## config.mk

```make
export PLATFORM = sky130hd
export DESIGN_NAME = gcd_operand_feeder
export DESIGN_NICKNAME = d
export VERILOG_FILES = /design/src/rtl/gcd_operand_feeder.sv
export SDC_FILE = /design/constraint.sdc
export NUM_CORES = 1
export LEC_CHECK = 0
export BUFFER_PORTS_ARGS = -buffer_cell sky130_fd_sc_hd__buf_2
export CAP_MARGIN = 20
export CELL_PAD_IN_SITES_DETAIL_PLACEMENT = 2
export CELL_PAD_IN_SITES_GLOBAL_PLACEMENT = 2
export CORE_UTILIZATION = 45
export CTS_CLUSTER_SIZE = 40
export DETAILED_ROUTE_END_ITERATION = 12
export GPL_ROUTABILITY_DRIVEN = 0
export PLACE_DENSITY = 0.95
export RECOVER_POWER = 100
export SKIP_LAST_GASP = 1
export SLEW_MARGIN = 30
export SYNTH_ARGS = -nofsm -noshare
export SYNTH_HDL_FRONTEND = slang
export SYNTH_SLANG_ARGS = --single-unit
```

## constraint.sdc

```tcl
create_clock -name Clock -period 3.4 [get_ports Clock]
set_input_delay 0.34 -clock Clock [delete_from_list [all_inputs] [get_ports Clock]]
set_output_delay 0.34 -clock Clock [all_outputs]
set_load 0.02 [all_outputs]
```

## src/rtl/gcd_operand_feeder.sv

```systemverilog
// gcd_operand_feeder: clocked front end for the combinational GCD block.
// Operand pairs arrive on a valid/ready stream and are queued in a small FIFO.
// Each pair is driven onto X/Y/GcdReset, left to settle for HOLD_CYCLES edges,
// and the sampled gcd_output is then offered downstream with its operands.
// Optional build macro: GCD_FEED_ZERO_CHECK_EN enables the sticky error flag
// (set at capture on a non-zero result under GcdReset, or on a zero operand).
module gcd_operand_feeder #(
    parameter int DEPTH       = 4,
    parameter int HOLD_CYCLES = 2
) (
    input  logic       Clock,
    input  logic       Reset,
    input  logic       in_valid,
    output logic       in_ready,
    input  logic [7:0] in_x,
    input  logic [7:0] in_y,
    input  logic       in_clear,
    output logic [7:0] X,
    output logic [7:0] Y,
    output logic       GcdReset,
    input  logic [7:0] gcd_output,
    output logic       out_valid,
    input  logic       out_ready,
    output logic [7:0] out_x,
    output logic [7:0] out_y,
    output logic [7:0] out_gcd,
    output logic       err_sticky
);

    localparam int PTR_W  = $clog2(DEPTH);
    localparam int CNT_W  = PTR_W + 1;
    localparam int HOLD_W = (HOLD_CYCLES > 1) ? $clog2(HOLD_CYCLES) : 1;

    typedef enum logic [1:0] {IDLE, HOLD, OUT} state_t;

    state_t            state, state_d;
    logic [16:0]       mem [DEPTH];
    logic [PTR_W-1:0]  wr_ptr, rd_ptr;
    logic [CNT_W-1:0]  count;
    logic [HOLD_W-1:0] hold_cnt;
    logic [16:0]       head;
    logic              push, pop, capture, release_out;

    // Ready is a function of occupancy only, so a full FIFO never accepts,
    // even on a cycle where the head is being popped.
    assign in_ready = (count < CNT_W'(DEPTH));
    assign push     = in_valid && in_ready;
    assign head     = mem[rd_ptr];

    // Next-state and strobe decode for the IDLE -> HOLD -> OUT sequence.
    always_comb begin
        state_d     = state;
        pop         = 1'b0;
        capture     = 1'b0;
        release_out = 1'b0;
        case (state)
            IDLE: begin
                if (count != '0) begin
                    pop     = 1'b1;
                    state_d = HOLD;
                end
            end
            HOLD: begin
                if (hold_cnt == '0) begin
                    capture = 1'b1;
                    state_d = OUT;
                end
            end
            OUT: begin
                if (out_valid && out_ready) begin
                    release_out = 1'b1;
                    state_d     = IDLE;
                end
            end
            default: state_d = IDLE;
        endcase
    end

    // State register.
    always_ff @(posedge Clock or posedge Reset) begin
        if (Reset) state <= IDLE;
        else       state <= state_d;
    end

    // FIFO storage; contents are discarded on reset by clearing the pointers.
    always_ff @(posedge Clock) begin
        if (push) mem[wr_ptr] <= {in_clear, in_x, in_y};
    end

    // FIFO pointers and occupancy; pointers wrap naturally at DEPTH.
    always_ff @(posedge Clock or posedge Reset) begin
        if (Reset) begin
            wr_ptr <= '0;
            rd_ptr <= '0;
            count  <= '0;
        end else begin
            if (push) wr_ptr <= wr_ptr + 1'b1;
            if (pop)  rd_ptr <= rd_ptr + 1'b1;
            case ({push, pop})
                2'b10:   count <= count + 1'b1;
                2'b01:   count <= count - 1'b1;
                default: count <= count;
            endcase
        end
    end

    // GCD drive: operands change only on a pop edge and otherwise hold.
    always_ff @(posedge Clock or posedge Reset) begin
        if (Reset) begin
            X        <= '0;
            Y        <= '0;
            GcdReset <= 1'b1;
        end else if (pop) begin
            X        <= head[15:8];
            Y        <= head[7:0];
            GcdReset <= head[16];
        end
    end

    // Settle counter: loaded on pop, counts down to the capture edge.
    always_ff @(posedge Clock or posedge Reset) begin
        if (Reset) begin
            hold_cnt <= '0;
        end else if (pop) begin
            hold_cnt <= HOLD_W'(HOLD_CYCLES - 1);
        end else if (state == HOLD && hold_cnt != '0) begin
            hold_cnt <= hold_cnt - 1'b1;
        end
    end

    // Result register: captured once per pair, held until the consumer takes it.
    always_ff @(posedge Clock or posedge Reset) begin
        if (Reset) begin
            out_valid <= 1'b0;
            out_x     <= '0;
            out_y     <= '0;
            out_gcd   <= '0;
        end else if (capture) begin
            out_valid <= 1'b1;
            out_x     <= X;
            out_y     <= Y;
            out_gcd   <= gcd_output;
        end else if (release_out) begin
            out_valid <= 1'b0;
        end
    end

`ifdef GCD_FEED_ZERO_CHECK_EN
    // Sticky flag for suspicious captures; only Reset clears it.
    always_ff @(posedge Clock or posedge Reset) begin
        if (Reset) begin
            err_sticky <= 1'b0;
        end else if (capture &&
                     ((GcdReset && gcd_output != '0) || X == '0 || Y == '0)) begin
            err_sticky <= 1'b1;
        end
    end
`else
    assign err_sticky = 1'b0;
`endif

endmodule

```

======== Yosys cells after proc, flatten, opt, wreduce, memory -nomap -nowiden ========
Memories as Yosys holds them, arrays and structs flattened. A register that Yosys moved wholly into a read port is not among the register bits.
Index checks and enable logic that the tools add are counted.
Widths: inputs -> output; s select.
cells by class
  $add $sub $neg .......................... 5
  $lt $le $gt $ge ......................... 1
  equality and inequality tests ........... 7
  multiplexer cells ....................... 17
  reduce and logical (&&, ||, !) cells .... 9
operators with widths
  operator             number
  $mux 1               12
  $mux 2               3
  $ne 2x2->1 const B   3
  $pmux 2 s3           1
  $pmux 3 s2           1
  $reduce_bool 2->1    3
  $add 2x1->2 const B  2
  $eq 2x1->1 const B   2
  $eq 2x2->1 const B   2
  $add 3x1->3 const B  1
  $logic_and 1x1->1    3
  $lt 3x3->1 const B   1
  $reduce_and 3->1     1
  $reduce_bool 3->1    1
  $sub 3x1->3 const B  1
  $logic_not 2->1      1
  $sub 1x1->1 const B  1
word-level totals
  register bits ........................... 35
  memory bits (writable) .................. 68
  input bits .............................. 29
  output and inout bits ................... 44
  logic and storage cells ................. 49
  memories ................................ 1
memory list
  memory  depth  width  rd ports  clocked after memory_dff  write ports  RTL line  text
  mem     4      17     1         1                         1            37        logic [16:0] mem [DEPTH];

======== Depth between registers and ports, before layout ========
Gate-level depths: netlist (run 1).
  depth after elaboration ................. 5
  gate-level depth with buffers ........... 10

======== Least setup slack after synthesis (run 1) ========
No wires, ideal clock.
  path kind ............................... reg-to-reg
  start ................................... register state[1]
  end ..................................... register count[2]
  setup time .............................. 0.080 ns
  arrival ................................. 1.954 ns
  required time ........................... 3.320 ns
  path slack .............................. 1.366 ns
  cell stages (with the launch flop) ...... 10
  path through ............................ dfrtp_1 or3_1 buf_2 inv_1 ha_1 inv_1 fa_1 xor2_1 nor2_1 xnor2_1
on the way
  word-level cells in the longest chain between the ends .. 4
  elaborated cells between the ends (all ways) .. 6
  those cells by class .................... eq/ne: 2; mux: 2; reduce/logical: 2
ends and longest elaborated chain
  element                                                 RTL line  text
  start: declaration                                      36        state_t state, state_d;
  start signal: assignment                                82        else state <= state_d;
  $logic_not 2->1 *                                       56        case (state)
  $mux 1 *                                                56
  net pop                                                 42        logic push, pop, capture, release_out;
  $eq 2x1->1 / $eq 2x2->1 (equally long branches)         99        case ({push, pop})
  $pmux 3 s2 / $reduce_bool 2->1 (equally long branches)  n/a
  end signal: assignment                                  100       2'b10: count <= count + 1'b1;
  end signal: assignment                                  101       2'b01: count <= count - 1'b1;
  end signal: assignment                                  102       default: count <= count;
  end: declaration                                        39        logic [CNT_W-1:0] count;
Mark *: on every way through the listed nets, which the timed path passes. The rest lies on a longest branch.
A chain may end at the register's enable or synchronous reset.

======== Final worst setup path (run 1) ========
  start ................................... register state[1]
  end ..................................... register out_gcd[2]
on the way
  word-level cells in the longest chain between the ends .. 2
ends and longest elaborated chain
  element                 RTL line  text
  $eq 2x1->1              56
  $mux 1                  56
  end signal: assignment  142       out_gcd <= gcd_output;
  end: declaration        26        output logic [7:0] out_gcd,
Every way passes these cells.

==> results of run 1 <==
-- power breakdown --
| group | internal [mW] | switching (mW) | total (mW) |
|---|---|---|---|
| Clock | 1.13 | 0.641 | 1.77 |
| Sequential | 2.01 | 0.396 | 2.40 |
| Combinational | 0.805 | 1.03 | 1.83 |
-- state kept, by name, summed over array words and instances, names as in the netlist --
name and flops:
out_x 8, Y 8, GcdReset 1, wr_ptr 2, out_gcd 8, mem 68, X 8, hold_cnt 1
count 3, rd_ptr 2, out_valid 1, out_y 8, state 2
-- per-stage QoR --
step | power [mW] | hold slack [ns] | setup slack (ns) | area [um^2]
final | 6.01 | 0.0489 | 0.783 | 5590
after global routing | 6.29 | 0.0391 | 0.598 | 5590
after CTS | 6.16 | 0.00210 | 1.09 | 5670
after detailed placement | 4.28 | 0.491 | 1.18 | 5090
after global placement | 4.08 | 0.476 | 1.28 | 5090
after floorplan | 3.64 | 0.439 | 1.37 | 4610
-- worst min path at each step --
stage                            end  slack [ns]  depth (start not counted)
after floorplan            mem[0][0]        0.44                          0
after global placement      count[0]        0.48                          1
after detailed placement  out_gcd[3]        0.49                          1
after CTS                  mem[1][3]       0.002                          1
after global routing      out_gcd[5]        0.04                          2
final                     out_gcd[6]        0.05                          2
-- Yosys cell counts, types with 3 or more instances --
master,n,area (um^2)
edfxtp_1,68,2040
mux4_2,8,180
ha_1,5,62.6
nand2_1,4,15.0
xnor2_1,5,43.8
mux4_1,9,236
mux2_2,41,462
and2_1,4,25.0
o21ai_0,4,20.0
dfrtp_1,51,1280
inv_1,12,45.0
buf_4,3,22.5
buf_2,4,20.0
-- metal layers --
| layer | track usage | part of all wire |
|---|---|---|
| met1 | 0.290 | 0.42 |
| met4 | 0.0693 | 0.0077 |
| met5 | 0 | 0 |
| met2 | 0.412 | 0.54 |
| met3 | 0.0753 | 0.037 |
-- final cells by class --
type | instances | area (um^2)
tap | 133 | 166
multi-input combinational | 93 | 1140
sequential | 120 | 3340
clock inverter | 9 | 126
timing repair buffer | 77 | 315
inverter | 12 | 45.0
fill | 856 | 4280
clock buffer | 23 | 447
-- kinds of logic after synthesis --
group	Yosys count
AOI/OAI and AO/OA	6
xor gates and xnor gates	6
adders and majority gates	6
buffers and inverters	22
DFF	120
muxes	59
other	1
and+or+nand+nor	15
-- repair_timing --
action                                 in CTS  in global routing
buffers inserted                            0                  0
hold buffers                                1                  0
endpoints found under the hold margin      32                  0
==> results.sh, run 1 <==
export IMPL_run_status="finished, violations left"
export IMPL_violations="max-capacitance violations, max-slew violations"
export IMPL_fp_dieW_um=103
export IMPL_critPathMaxStageDelay_ns=1.15
export IMPL_hp_class="in -> reg"
export IMPL_cts_root_buf="clkbuf_8"
export IMPL_ys_seq_area_frac=0.725
export IMPL_syn_num_nets=270
export IMPL_relSlewSlack=-0.0204
export IMPL_start_util=0.468
export IMPL_nets=356
export IMPL_end_kind="flip-flop"
export IMPL_r2r_cells=4
export IMPL_synth_edff_count=68
export IMPL_hold_violations=0
export IMPL_finalSetupViolCount=0
export IMPL_fin_tns_setup_ns=0
export IMPL_syn_area_per_cell_um2=19.6
export IMPL_leakage_nw=2.11
export IMPL_path_buf_inv=1
export IMPL_path_delay_family="buffers and inverters"
export IMPL_grt_pass1_wl_mm=17.0
export IMPL_diodes=0
export IMPL_ioPinCount=73
export IMPL_grt_overflow=0
export IMPL_cts_buffer_depth=2
export IMPL_hold_path_startpoint="gcd_output[6]"
export IMPL_dieArea_um2=10700
export IMPL_grt_pass1_vias=2729
export IMPL_synth_compound_area_frac=0.00733
export IMPL_clock_fmax_mhz=382
export IMPL_synthMuxAreaShare=0.193
export IMPL_period_needed_ns=2.62
export IMPL_drive_above_1_share=0.260
export IMPL_port_buffers=71
export IMPL_synth_top_family_by_area="multiplexers"
export IMPL_crit_slowest_cell="clkbuf_1"
export IMPL_drv_slew=25
export IMPL_areaGrowthSynthToFinish_pct=21.1
export IMPL_synth_simple_area_share=0.0182
export IMPL_ys_warn_count=0
export IMPL_worst_slew_pin_slew_ns=1.53
export IMPL_powerDensity_nw_per_um2=1080
export IMPL_r2r_start="state[1]"
export IMPL_drtIter0Drc=84
export IMPL_clk_latency_ns=0.53
export IMPL_row_count=36
export IMPL_worstSetupStartpoint="state[1]"
export IMPL_hpwl_mm=6.51
export IMPL_critPathCapture="out_gcd[2]"
export IMPL_synthAdderAreaFrac=0.0179
export IMPL_htreeDepth=4
export IMPL_cp_max_fo=24
export IMPL_synth_xor_area_share=0.0114
export IMPL_post_place_cells=433
export IMPL_syn_area_um2=4610
export IMPL_synth_seq_cells=120
export IMPL_cts_buffers=17
export IMPL_coreArea_um2=9860
export IMPL_ir_drop_mv=0.501
export IMPL_grt_max_degree=35
export IMPL_critical_path_required_ns=3.79
export IMPL_cts_sinks=120
export IMPL_layout_commonest_cell="clkbuf_1"
export IMPL_synthCells=235
export IMPL_wl_per_cell_um=24.3
export IMPL_drc=0
export IMPL_die_height_um=103
export IMPL_async_flop_share=0.433
export IMPL_post_route_util=0.566
export IMPL_dr_pass1_iters=4
export IMPL_worst_setup_path_start_kind="flip-flop"
export IMPL_finalClockSkew_ns=0.0135
export IMPL_ant_nets=0
export IMPL_cts_resized_gates=0
export IMPL_wirelength_mm=11.4
export IMPL_maxCapViolCount=1
export IMPL_timing_rr_end="out_gcd[2]"
export IMPL_fin_crit_sh=0.770
export IMPL_r2r_setup_slack_ns=0.78
export IMPL_cts_tree="done"
export IMPL_synthDistinctLibCells=30
export IMPL_cts_reportedPaths_clkPinSlew_ns=0.06
export IMPL_vias=2432
export IMPL_synthFlopType="edfxtp_1"
export IMPL_layout_common_cells="clkbuf_1, edfxtp_1, dfrtp_1"
export IMPL_grt_usage=0.239
export IMPL_antenna_found_initial=0
export IMPL_worst_endpoint_arrival_ns=3.01
export IMPL_instances_no_fill=467
export IMPL_crit_type="reg -> reg"
export IMPL_cp_depth=4
export IMPL_rsz0062_at_grt="no"
export IMPL_cp_cell_sequence="nand2b_1 > nor2_1 > clkbuf_1 > mux2_2"
export IMPL_viasPerCell=5.21
No activity file was read; power rests on OpenSTA's default activity.
==> inputs of run 2 (changes only) <==
--- a/config.mk
+++ b/config.mk
@@ -9,11 +9,11 @@
 export CAP_MARGIN = 20
 export CELL_PAD_IN_SITES_DETAIL_PLACEMENT = 2
 export CELL_PAD_IN_SITES_GLOBAL_PLACEMENT = 2
-export CORE_UTILIZATION = 45
+export CORE_UTILIZATION = 42
 export CTS_CLUSTER_SIZE = 40
 export DETAILED_ROUTE_END_ITERATION = 12
 export GPL_ROUTABILITY_DRIVEN = 0
-export PLACE_DENSITY = 0.95
+export PLACE_DENSITY = 0.91
 export RECOVER_POWER = 100
 export SKIP_LAST_GASP = 1
 export SLEW_MARGIN = 30
==> constraint.sdc (replaced) <==
create_clock -name Clock -period 2.44 [get_ports Clock]
set_input_delay 0.244 -clock Clock [delete_from_list [all_inputs] [get_ports Clock]]
set_output_delay 0.244 -clock Clock [all_outputs]
set_load 0.02 [all_outputs]
==> results.sh, run 2 (synthesis gave the netlist of run 1 again) <==
export IMPL_drc=0
export IMPL_maxCapViolCount=0
export IMPL_ant_nets=0
export IMPL_grtUsageMet2=0.421
export IMPL_clk_latency_ns=0.52
export IMPL_cp_cell_sequence="nor2b_1 > inv_1 > ha_1 > inv_1 > fa_1 > xor2_1 > nor2_1 > xnor2_1"
export IMPL_path_buf_inv=2
export IMPL_viasPerCell=5.11
export IMPL_grt_usage=0.235
export IMPL_ir_drop_mv=0.541
export IMPL_dr_pass1_iters=4
export IMPL_start_util=0.441
export IMPL_hold_violations=0
export IMPL_fillers=929
export IMPL_fp_dieW_um=107
export IMPL_worst_setup_path_start_kind="flip-flop"
export IMPL_cts_sinks=120
export IMPL_wl_per_cell_um=23.8
export IMPL_coreArea_um2=10500
export IMPL_cts_resized_gates=0
export IMPL_fin_tns_setup_ns=0
export IMPL_finalClockSkew_ns=0.00903
export IMPL_areaGrowthSynthToFinish_pct=26.9
export IMPL_antenna_found_initial=0
export IMPL_ioPinCount=73
export IMPL_finalSetupViolCount=0
export IMPL_grt_busiest_layer="met2"
export IMPL_nets=389
export IMPL_run_status="completed"
export IMPL_clock_fmax_mhz=448
export IMPL_drive_above_1_share=0.245
export IMPL_largest_reg_flops=68
export IMPL_drtIter0Drc=102
export IMPL_htreeDepth=4
export IMPL_grt_pass1_vias=2991
export IMPL_crit_slowest_cell="nor2b_1"
export IMPL_critPathMaxStageDelay_ns=0.56
export IMPL_cts_buffer_depth=2
export IMPL_preCtsSetupSlack_ns=0.349
export IMPL_cts_reportedPaths_clkPinSlew_ns=0.06
export IMPL_powerDensity_nw_per_um2=1420
export IMPL_die_height_um=107
export IMPL_row_count=37
export IMPL_wirelength_mm=12.0
export IMPL_layout_commonest_cell="clkbuf_1"
export IMPL_grt_overflow=0
export IMPL_drv_slew=0
export IMPL_layout_common_cells="clkbuf_1, edfxtp_1, dfrtp_1"
export IMPL_grt_pass1_wl_mm=18.3
export IMPL_hpwl_mm=7.15
export IMPL_relSlewSlack=0.294
export IMPL_dieArea_um2=11400
export IMPL_crit_type="reg -> reg"
export IMPL_met3_usage=0.0614
export IMPL_end_kind="flip-flop"
export IMPL_critical_path_required_ns=2.87
export IMPL_fin_ws_ns=0.208
export IMPL_period_needed_ns=2.23
export IMPL_cp_max_fo=8
export IMPL_met1_usage=0.262
export IMPL_grt_max_degree=26
export IMPL_hp_class="in -> reg"
export IMPL_cts_tree="done"
export IMPL_diodes=0
export IMPL_leakage_nw=2.23
export IMPL_worst_endpoint_arrival_ns=2.66
export IMPL_fin_crit_sh=0.915
export IMPL_rsz0062_at_grt="no"
export IMPL_largest_register="mem"
export IMPL_cts_buffers=17
export IMPL_crit_path_frequent_cell="inv_1"
export IMPL_cts_root_buf="clkbuf_8"
export IMPL_vias=2569
export IMPL_worst_slew_pin_slew_ns=1.06
export IMPL_port_buffers=71
export IMPL_path_delay_family="simple AND/OR/NAND/NOR gates"
-- run 2: worst min-delay path, stage by stage --
cell,delay [ns]
buf_2,0.11
inv_1,0.05
o21ai_0,0.07
o21ai_0,0.11
-- run 2: metrics by stage --
stage,total power [mW],cells,utilization,area (um^2),hold slack (ns)
2_1_floorplan,5.07,235,-,4610,0.343
3_3_place_gp,5.76,445,0.494,5170,0.318
3_5_place_dp,6.08,445,0.494,5170,0.342
4_1_cts,8.50,503,0.570,5960,0.0488
5_1_grt,8.67,503,0.559,5850,0.108
6_report,8.29,503,0.559,5850,0.125
-- run 2: final timing paths --
path / startpoint / endpoint / slack, ns / depth (start not counted)
max: count[2] / count[2] / 0.21 / 8
max reg2reg: count[2] / count[2] / 0.21 / 8
max in group asynchronous: Reset / out_y[7] / 0.47 / 4
min: out_ready / out_valid / 0.12 / 4
min in group asynchronous: Reset / out_y[6] / 0.56 / 3
min reg2reg: out_x[6] / out_x[6] / 0.51 / 1
-- run 2: per-layer routing --
layer	routed length [um]	part of all wire
met1	4650	0.39
met2	6640	0.55
met3	455	0.038
met4	226	0.019
met5	0	0
-- run 2: repair_timing --
item,CTS,global route
buffers inserted,0,0
hold endpoints to repair,97,0
hold buffers,26,0
-- run 2: power by group --
part | internal (mW) | total, mW | switching [mW]
clock network | 1.43 | 2.28 | 0.849
registers | 2.80 | 3.21 | 0.414
logic | 1.17 | 2.80 | 1.63
-- run 2: layout make-up --
class / count / area [um^2] / share of cell area
clock buffer: 20 / 425 / 0.0727
sequential: 120 / 3340 / 0.572
tap: 136 / 170 / 0.0291
inverter: 12 / 45.0 / 0.00770
timing repair buffer: 110 / 613 / 0.105
multi-input combinational: 93 / 1140 / 0.196
clock inverter: 12 / 109 / 0.0186
